File: config.mk
export PLATFORM = sky130hd
export DESIGN_NAME = pipe_stage_buffer
export DESIGN_NICKNAME = d
export VERILOG_FILES = /design/src/rtl/pipe_stage_buffer_pkg.sv /design/src/rtl/pipe_stage_buffer.sv
export SDC_FILE = /design/constraint.sdc
export NUM_CORES = 1
export LEC_CHECK = 0
export BUFFER_PORTS_ARGS = -buffer_cell sky130_fd_sc_hd__buf_2
export CAP_MARGIN = 10
export CORE_UTILIZATION = 45
export CTS_CLUSTER_DIAMETER = 80
export DETAILED_ROUTE_END_ITERATION = 7
export GPL_TIMING_DRIVEN = 0
export PLACE_DENSITY = 0.7
export SLEW_MARGIN = 20
export SYNTH_ARGS = -nofsm -noshare
export SYNTH_HDL_FRONTEND = slang
export SYNTH_SLANG_ARGS = --single-unit
File: constraint.sdc
create_clock -name clk -period 2.3 [get_ports clk]
set_input_delay 0 -clock clk [delete_from_list [all_inputs] [get_ports clk]]
set_output_delay 0 -clock clk [all_outputs]
set_load 0.01 [all_outputs]
File: src/rtl/pipe_stage_buffer_pkg.sv
// Shared LC-3b pipeline types: stage-boundary bundles sized with $bits() by the
// elastic buffers placed between stages, plus the default buffer depth.
package pipe_stage_buffer_pkg;

    typedef logic [15:0] lc3b_word;
    typedef logic [2:0]  lc3b_reg;
    typedef logic [2:0]  lc3b_nzp;

    typedef struct packed {
        logic       load_regfile;
        logic       load_cc;
        logic       mem_read;
        logic       mem_write;
        logic       branch;
        logic [3:0] alu_op;
        logic [1:0] regfile_sel;
        logic [4:0] rsvd;
    } lc3b_control_word;

    typedef struct packed {
        lc3b_word npc;
        lc3b_word ir;
    } lc3b_fd_bundle;

    typedef struct packed {
        lc3b_word         npc;
        lc3b_word         ir;
        lc3b_control_word cw;
        lc3b_word         sr1_val;
        lc3b_word         sr2_val;
        lc3b_reg          dr;
    } lc3b_dx_bundle;

    typedef struct packed {
        lc3b_word         npc;
        lc3b_word         ir;
        lc3b_control_word cw;
        lc3b_word         alu_out;
        lc3b_word         sr2_val;
        lc3b_reg          dr;
    } lc3b_xm_bundle;

    typedef struct packed {
        lc3b_word         npc;
        lc3b_word         ir;
        lc3b_control_word cw;
        lc3b_word         alu_out;
        lc3b_word         mem_rdata;
        lc3b_reg          dr;
        lc3b_nzp          cc;
    } lc3b_mw_bundle;

    localparam int PIPE_BUF_DEPTH = 2;

    // A single-entry buffer still needs a 1-bit pointer.
    function automatic int ptr_width(input int depth);
        return (depth > 1) ? $clog2(depth) : 1;
    endfunction

endpackage

File: src/rtl/pipe_stage_buffer.sv
// Elastic valid/ready pipeline register with DEPTH entries and a synchronous flush.
// in_ready depends only on registered occupancy, so no out_ready->in_ready path exists.
module pipe_stage_buffer
    import pipe_stage_buffer_pkg::*;
#(
    parameter int WIDTH = 16,
    parameter int DEPTH = PIPE_BUF_DEPTH
) (
    input  logic                       clk,
    input  logic                       reset_n,
    input  logic                       flush,
    input  logic                       in_valid,
    output logic                       in_ready,
    input  logic [WIDTH-1:0]           in_data,
    output logic                       out_valid,
    input  logic                       out_ready,
    output logic [WIDTH-1:0]           out_data,
    output logic [$clog2(DEPTH+1)-1:0] count
);

    localparam int PW = ptr_width(DEPTH);
    localparam int CW = $clog2(DEPTH + 1);

    logic [WIDTH-1:0] mem_q [DEPTH];
    logic [PW-1:0]    wr_ptr_q, wr_ptr_d;
    logic [PW-1:0]    rd_ptr_q, rd_ptr_d;
    logic [CW-1:0]    count_q, count_d;
    logic             push;
    logic             pop;

    function automatic logic [PW-1:0] ptr_inc(input logic [PW-1:0] p);
        return (p == PW'(DEPTH - 1)) ? '0 : p + PW'(1);
    endfunction

    assign in_ready  = (count_q < CW'(DEPTH));
    assign out_valid = (count_q != '0);
    assign out_data  = out_valid ? mem_q[rd_ptr_q] : '0;
    assign count     = count_q;

    assign push = in_valid && in_ready;
    assign pop  = out_valid && out_ready;

    always_comb begin
        wr_ptr_d = wr_ptr_q;
        rd_ptr_d = rd_ptr_q;
        count_d  = count_q;
        if (flush) begin
            wr_ptr_d = '0;
            rd_ptr_d = '0;
            count_d  = '0;
        end else begin
            if (push) begin
                wr_ptr_d = ptr_inc(wr_ptr_q);
            end
            if (pop) begin
                rd_ptr_d = ptr_inc(rd_ptr_q);
            end
            count_d = count_q + CW'(push) - CW'(pop);
        end
    end

    always_ff @(posedge clk or negedge reset_n) begin
        if (!reset_n) begin
            wr_ptr_q <= '0;
            rd_ptr_q <= '0;
            count_q  <= '0;
        end else begin
            wr_ptr_q <= wr_ptr_d;
            rd_ptr_q <= rd_ptr_d;
            count_q  <= count_d;
        end
    end

    // Storage needs no reset: out_data is masked to zero whenever empty.
    always_ff @(posedge clk) begin
        if (push && !flush) begin
            mem_q[wr_ptr_q] <= in_data;
        end
    end

    a_count_bound : assert property (@(posedge clk) disable iff (!reset_n)
        count_q <= CW'(DEPTH));

    a_no_write_full : assert property (@(posedge clk) disable iff (!reset_n)
        !(push && !flush && count_q == CW'(DEPTH)));

    a_hold_stable : assert property (@(posedge clk) disable iff (!reset_n)
        (out_valid && !out_ready && !flush) |=> $stable(out_data));

endmodule

### After elaboration in Yosys (flattened, before gate mapping)

Memory sizes are Yosys's and may differ from the RTL's.
Cells that the tools add are included.
W data, S select, Z words.

* memories kept: 1
* flip-flop bits (word level): 4
* memory bits (writable): 32
* input port bits: 21
* logic and storage cells: 26

* magnitude comparators: 1
* mux-type cells: 10
* add/sub/neg operators: 4
* reductions and logical operators: 7

Memories
* mem_q: depth 2, bits a word 16, read ports 1, clocked after memory_dff 0, wr ports 1, RTL line pipe_stage_buffer.sv:24 `logic [WIDTH-1:0] mem_q [DEPTH];`

Operators with widths (number)
* $mux W16: 1
* $mux W1: 8
* $reduce_bool A2 Y1: 3
* $logic_and A1 B1 Y1: 3
* $add A1 B1 Y1 const B: 2
* $add A2 B1 Y2: 1
* $lt A2 B2 Y1 const B: 1
* $mux W2: 1
* $sub A2 B1 Y2: 1
* $logic_not A1 Y1: 1

### Logic depth before layout (Yosys ltp)

Gate-level depths: netlist (run 1).

* depth after elaboration: 5
* mapped depth: 6
* mapped depth without buffers: 6

### Worst setup path before layout (run 1)

Ideal clock, no wire load.

* path type: flip-flop to flip-flop
* from: reg count_q[1] (netlist: count[1])
* to: mem mem_q[1][0], enable pin
* arrival time: 1920 ps
* clock period less this slack: 2333 ps
* path slack: -33 ps
* buffers on the path: 0
* library setup time: 413 ps
* cell stages (with the launch flop): 3
* required time: 1887 ps
* cells stage by stage: dfrtp_1 nand2b_1 nor3b_1

* cells in the longest elaborated chain, start to end: 5

Ends and longest elaborated chain
* start: declaration: RTL line pipe_stage_buffer.sv:27 `logic [CW-1:0] count_q, count_d;`
* start signal: assignment: RTL line pipe_stage_buffer.sv:70 `count_q <= count_d;`
* $lt A2 B2 Y1: RTL line pipe_stage_buffer.sv:35 `assign in_ready = (count_q < CW'(DEPTH));`
* $logic_and A1 B1 Y1: RTL line pipe_stage_buffer.sv:40 `assign push = in_valid && in_ready;`
* $logic_and A1 B1 Y1: RTL line pipe_stage_buffer.sv:76 `if (push && !flush) begin`
* $mux W1: RTL line pipe_stage_buffer.sv:76
* $mux W1 (not written as such): RTL line pipe_stage_buffer.sv:77 `mem_q[wr_ptr_q] <= in_data;`
* end: declaration: RTL line pipe_stage_buffer.sv:24

Every way passes these cells.

### Worst setup path in the final report (run 1)

* from: reg count_q[1] (netlist: count[1])
* to: mem mem_q[1][8], enable pin

Same word-level chain as after synthesis.

==> results.json, run 1 <==
{
  "outcome": "finished, final reports clean",
  "synth_top_cells_by_area": "edfxtp_1, mux2i_1, dfrtp_1, nor2_1, xor2_1",
  "total_via_count_after_detailed_routing": 942,
  "clockRootBuffer": "clkbuf_4",
  "timing.critical_path.to_type": "flip-flop",
  "synth_cell_type_count": 21,
  "place_worst_setup_slack_ps": 455,
  "combined_area_of_all_synthesized_cells_um2": 1450,
  "synthesis.area_per_instance_um2": 15.6,
  "synth-compound-area-share_pct": 1.90,
  "dp_hpwl_um": 1710,
  "min-delay-start": "out_ready",
  "die-width_um": 58.7,
  "setup.worst_path.start_class": "flip-flop",
  "ff2ff_setup_slack_ps": 490,
  "finClkSkew_ps": 6.15,
  "syn_inst": 93,
  "net_count_after_synthesis": 115,
  "via_per_inst": 4.57,
  "worstRegToRegCells": 2,
  "ys_top_cells_by_count": "edfxtp_1, nor2_1, mux2i_1",
  "grt_max_degree": 17,
  "holdCritPathClass": "in -> reg",
  "fin_total_pwr_mw": 1.61,
  "largest_family_of_logic_cells_by_synthesized_area": "multiplexers",
  "clk_transition_reported_paths_ps": 90,
  "holdPathEnd": "rd_ptr_q$_DFFE_PN0P_",
  "synth_enable_flop_cells": 32,
  "ctsHtreeMaxLevel": 2,
  "initial_utilization_pct": 47.4,
  "fin_crit_sh_pct": 78.6,
  "clock_latency_ps": 320,
  "worst-path-buf-inv": 0,
  "area_growth_syn_to_layout_pct": 37.3,
  "adder_and_majority_cell_fraction_of_the_synthesized_area_pct": 0.864,
  "initialDrtViolationCount": 24,
  "synth_sequential_area_ratio_pct": 73.3,
  "critPathTopFamily": "simple AND/OR/NAND/NOR gates",
  "setup_slack_ps": 492,
  "post-route-min-period_ps": 1810,
  "cts-buffers-inserted": 5,
  "power.ir.vdd_worst_v": 0.000540,
  "critPathSlowestCell": "nor3b_4",
  "final-max-slew-violation-count": 0,
  "critPathKind": "reg -> reg",
  "r2r_end": "mem_q[1][8]$_DFFE_PP_",
  "grt_pass1_vias": 939,
  "slew_headroom_pct": 45.7,
  "finalHoldViolations": 0,
  "critical_path.reg2reg.startpoint": "count[1]$_DFF_PN0_",
  "post-synth-top-count-cell": "edfxtp_1",
  "cts_setup_buffers": 0,
  "drt-total-wl_um": 2570,
  "number_of_buffers_between_clock_root_and_the_deepest_sink": 2,
  "cts_tree": "yes",
  "synth_top_flop_cell": "edfxtp_1",
  "critical-path-max-stage-delay_ps": 730,
  "asyncSetResetFlopFracSynth_pct": 11.1,
  "core_area_um2": 3050,
  "setup_viol_count_final": 0,
  "ios": 41,
  "antenna_violating_nets_post_route": 0,
  "antenna_cells_inserted": 0,
  "die-area_um2": 3450,
  "gr-usage-all-layers_pct": 16.2,
  "post_synth_mux_area_share_pct": 11.1,
  "yosys.area_share.simple_pct": 9.51,
  "worst-path-max-fanout": 16,
  "floorplan.rows": 20,
  "global_route_total_overflow": 0,
  "drc_errors": 0,
  "wire_per_inst_um": 12.5,
  "arrival_ps": 1760,
  "io_buffer_count": 40,
  "max_slew.worst_pin.slew_ps": 813,
  "drt_pass1_iterations": 3,
  "synth.top_cell.area_share_pct": 66.4,
  "antenna_violations_before_repair": 0,
  "synthDominantAreaCellType": "edfxtp_1",
  "power.leakage_nw": 0.799,
  "gp_congestion": 0.766,
  "max_freq_mhz": 553,
  "worstPathCellList": "nand2b_1 -> nor3b_4",
  "nets": 183,
  "rsz0062_at_grt": "false",
  "die-height_um": 58.7,
  "cp.required_ps": 2250,
  "yosys.area_share.xor_xnor_pct": 1.21,
  "clock-sinks": 36,
  "power.density_nw_per_um2": 809,
  "final_cell_count_no_fill": 206,
  "synthesis.yosys.warnings": 0,
  "min_path_cells": 4,
  "grt_first_pass_wirelength_um": 3930,
  "postSynthRegisterBits": 36,
  "drive_gt1_share_pct": 34.0,
  "maxcap_viol_count": 0,
  "post-place-cells": 179
}
cell type report:
| class | instances | area [um^2] |
|---|---|---|
| Fill cell | 251 | 1070 |
| Sequential cell | 36 | 1060 |
| Timing Repair Buffer | 61 | 409 |
| Multi-Input combinational cell | 52 | 372 |
| Clock buffer | 8 | 58.8 |
| Tap cell | 44 | 55.1 |
| Buffer | 3 | 23.8 |
| Inverter | 2 | 7.51 |
cell usage in the layout, fill, tap and decap left out, drive strengths merged, types with 2 or more instances in the layout:
cell	instances
clkbuf	8
nor3	3
inv	2
dfrtp	4
buf	45
xor2	2
a21oi	2
dlygate4sd3	19
nor2b	2
o21ai	2
edfxtp	32
nor2	19
mux2i	16
tightest hold or removal path, cell delays in order:
cell and delay (ps):
buf_2 130, o21ai_0 130, xor2_1 80, nor2_1 80
power by group:
part	total (mW)	switching [mW]	internal, mW
logic	0.476	0.257	0.219
registers	0.797	0.0290	0.768
clock network	0.334	0.183	0.151
through the flow:
| stage | area [um^2] | setup TNS (ps) | hold slack [ps] | util [%] |
|---|---|---|---|---|
| 6_report | 1990 | 0 | 136 | 65.1 |
| 5_1_grt | 1990 | 0 | 184 | 65.1 |
| 4_1_cts | 1990 | 0 | 137 | 65.1 |
| 3_5_place_dp | 1740 | 0 | -188 | 56.9 |
| 3_3_place_gp | 1710 | -8130 | -194 | 55.9 |
| 2_1_floorplan | 1450 | 0 | -296 | - |
sequential cells by signal, indices dropped and copies added (netlist names):
signal / flops
count: 2
mem_q: 32
rd_ptr_q: 1
wr_ptr_q: 1
metal layers:
metal  wire length, um  part of all wire [%]  global-route usage [%]
met1              1090                    42                    17.5
met2              1330                    52                    29.4
met3               103                   4.0                    3.96
met4                45                   1.8                    8.16
met5                 0                     0                       0
cell families (layout without fill, tap and decap cells):
logic type	after synthesis	in the layout
compound gates	5	5
xor+xnor	2	2
fa+ha+maj	1	1
buf+inv	5	74
flops	36	36
mux	16	16
simple gates	28	28
how the worst max path moves through the flow:
stage                            start  cells past startpoint  slack, ps                endpoint
detailed placement  count[1]$_DFF_PN0_                      2        460   mem_q[1][4]$_DFFE_PP_
finish              count[1]$_DFF_PN0_                      2        490   mem_q[1][8]$_DFFE_PP_
floorplan           count[1]$_DFF_PN0_                      2         90   mem_q[0][0]$_DFFE_PP_
CTS                 count[1]$_DFF_PN0_                      2        440  mem_q[1][14]$_DFFE_PP_
global route        count[1]$_DFF_PN0_                      2        340   mem_q[1][8]$_DFFE_PP_
global placement    count[1]$_DFF_PN0_                      2       -510   mem_q[0][4]$_DFFE_PP_
repair_timing:
item / in CTS / in global routing
gates resized for setup: 0 / 0
hold buffers: 19 / 0
hold endpoints to repair: 40 / 0
(Power assumes the default switching activity.)
==> run 2: changes to the inputs <==
==> constraint.sdc (replaced) <==
create_clock -name clk -period 1.6 [get_ports clk]
set_input_delay 0 -clock clk [delete_from_list [all_inputs] [get_ports clk]]
set_output_delay 0 -clock clk [all_outputs]
set_load 0.01 [all_outputs]
==> results.json, run 2 (synthesis results as in run 1) <==
{
  "power.density_nw_per_um2": 1130,
  "worst-path-buf-inv": 2,
  "worstPathCellList": "nor2_4 -> clkbuf_4 -> nor2_1 -> buf_2",
  "drt-total-wl_um": 2590,
  "worst-path-max-fanout": 10,
  "outcome": "finished, final reports clean",
  "global_route_total_overflow": 0,
  "layout_commonest_cell": "buf_2",
  "power.leakage_nw": 0.814,
  "nets": 186,
  "wire_per_inst_um": 12.4,
  "via_per_inst": 4.65,
  "cp.required_ps": 1600,
  "slew_headroom_pct": 84.5,
  "timing.critical_path.to_type": "primary output",
  "maxcap_viol_count": 0,
  "drt_pass1_iterations": 3,
  "die-area_um2": 3450,
  "post-route-min-period_ps": 1490,
  "rsz0062_at_grt": "false",
  "finClkSkew_ps": 9.05,
  "initial_utilization_pct": 47.4,
  "floorplan.rows": 20,
  "clockRootBuffer": "clkbuf_4",
  "critPathSlowestCell": "dfrtp_1",
  "post-place-cells": 177,
  "clock-sinks": 36,
  "fin_setup_tns_ps": 0,
  "max_slew.worst_pin.slew_ps": 233,
  "critical-path-max-stage-delay_ps": 460,
  "initialDrtViolationCount": 26,
  "fin_crit_sh_pct": 92.9,
  "final-max-slew-violation-count": 0,
  "area_growth_syn_to_layout_pct": 38.8,
  "grt_first_pass_wirelength_um": 4260,
  "finalHoldViolations": 0,
  "power.ir.vdd_worst_v": 0.000711,
  "gr-usage-all-layers_pct": 17.6,
  "max_freq_mhz": 673,
  "leading_cell_types_in_the_layout_fill_and_taps_excluded": "buf_2, edfxtp_1, dlygate4sd3_1",
  "setup.worst_path.start_class": "flip-flop",
  "die-width_um": 58.7,
  "core_area_um2": 3050,
  "critPathTopFamily": "flip-flops",
  "largest_register_ffs": 32,
  "antenna_cells_inserted": 0,
  "antenna_violating_nets_post_route": 0,
  "holdCritPathClass": "in -> reg",
  "clock_latency_ps": 330,
  "gp_congestion": 0.689,
  "drive_gt1_share_pct": 36.0,
  "cts_tree": "yes",
  "ctsHtreeMaxLevel": 2,
  "final_cell_count_no_fill": 208,
  "number_of_buffers_between_clock_root_and_the_deepest_sink": 2,
  "cts-buffers-inserted": 5,
  "critPathKind": "reg -> out",
  "ios": 41,
  "io_buffer_count": 40,
  "arrival_ps": 1490,
  "setup_viol_count_final": 0,
  "die-height_um": 58.7,
  "grt_max_degree": 11,
  "clk_transition_reported_paths_ps": 100,
  "dp_hpwl_um": 1680,
  "drc_errors": 0,
  "total_via_count_after_detailed_routing": 968,
  "grt_pass1_vias": 995,
  "antenna_violations_before_repair": 0,
  "max_flop_register": "mem_q"
}
[run 2: final cells by class]
type                       count  area, um^2
sequential                    36        1060
multi-input combinational     52         385
buffer                         3        26.3
tap                           44        55.1
clock buffer                   6        41.3
timing repair buffer          64         428
clock inverter                 1        5.00
fill                         265        1040
inverter                       2        7.51
[run 2: worst min-delay path, stage by stage]
cell     delay (ps)
buf_2           120
o21ai_0         100
xor2_1           80
nor2_1           80
[run 2: worst paths after layout]
path                                            from                    end  slack [ps]  cells after the start
min in group asynchronous                    reset_n     count[1]$_DFF_PN0_         550                      3
worst max register to register    count[1]$_DFF_PN0_  mem_q[1][7]$_DFFE_PP_         140                      3
worst min register to register  wr_ptr_q$_DFFE_PN0P_   wr_ptr_q$_DFFE_PN0P_         640                      2
max in group asynchronous                    reset_n   wr_ptr_q$_DFFE_PN0P_         870                      3
worst max-delay path              count[1]$_DFF_PN0_           out_data[11]         110                      4
worst min-delay path                       out_ready   rd_ptr_q$_DFFE_PN0P_          80                      4
[run 2: stage by stage]
step | power [mW] | utilization, % | hold slack (ps) | instance area, um^2 | setup slack (ps)
global route | 2.42 | 65.8 | 107 | 2010 | 5.56
finish | 2.28 | 65.8 | 79.1 | 2010 | 114
CTS | 2.31 | 65.7 | 67.0 | 2010 | 38.4
floorplan | 1.57 | - | -296 | 1470 | 0.818
global placement | 1.80 | 56.6 | -194 | 1730 | -191
detailed placement | 1.81 | 56.6 | -191 | 1730 | -196
[run 2: timing repair]
item / CTS / global route
resized for setup: 1 / 1
endpoints found under the hold margin: 40 / 0
buffers inserted: 5 / 0
pin swaps: 2 / 1
hold buffers: 19 / 0
endpoints found under the setup margin: 42 / 10
[run 2: power breakdown]
group	internal, mW	total [mW]	leakage, nW	switching [mW]
clock	0.162	0.430	0.0281	0.269
combinational	0.327	0.701	0.440	0.373
sequential	1.10	1.15	0.346	0.0439
total	1.59	2.28	0.814	0.686
[run 2: routing by layer]
layer  share of wire, %  global-route usage, %  vias up  wire length, um
li1                   -                      -      479                -
met1                 43                   19.4      455             1110
met2                 51                   29.5       32             1320
met3                5.2                   8.13        2              134
met4                1.1                   6.80        0               28
met5                  0                      0        -                0
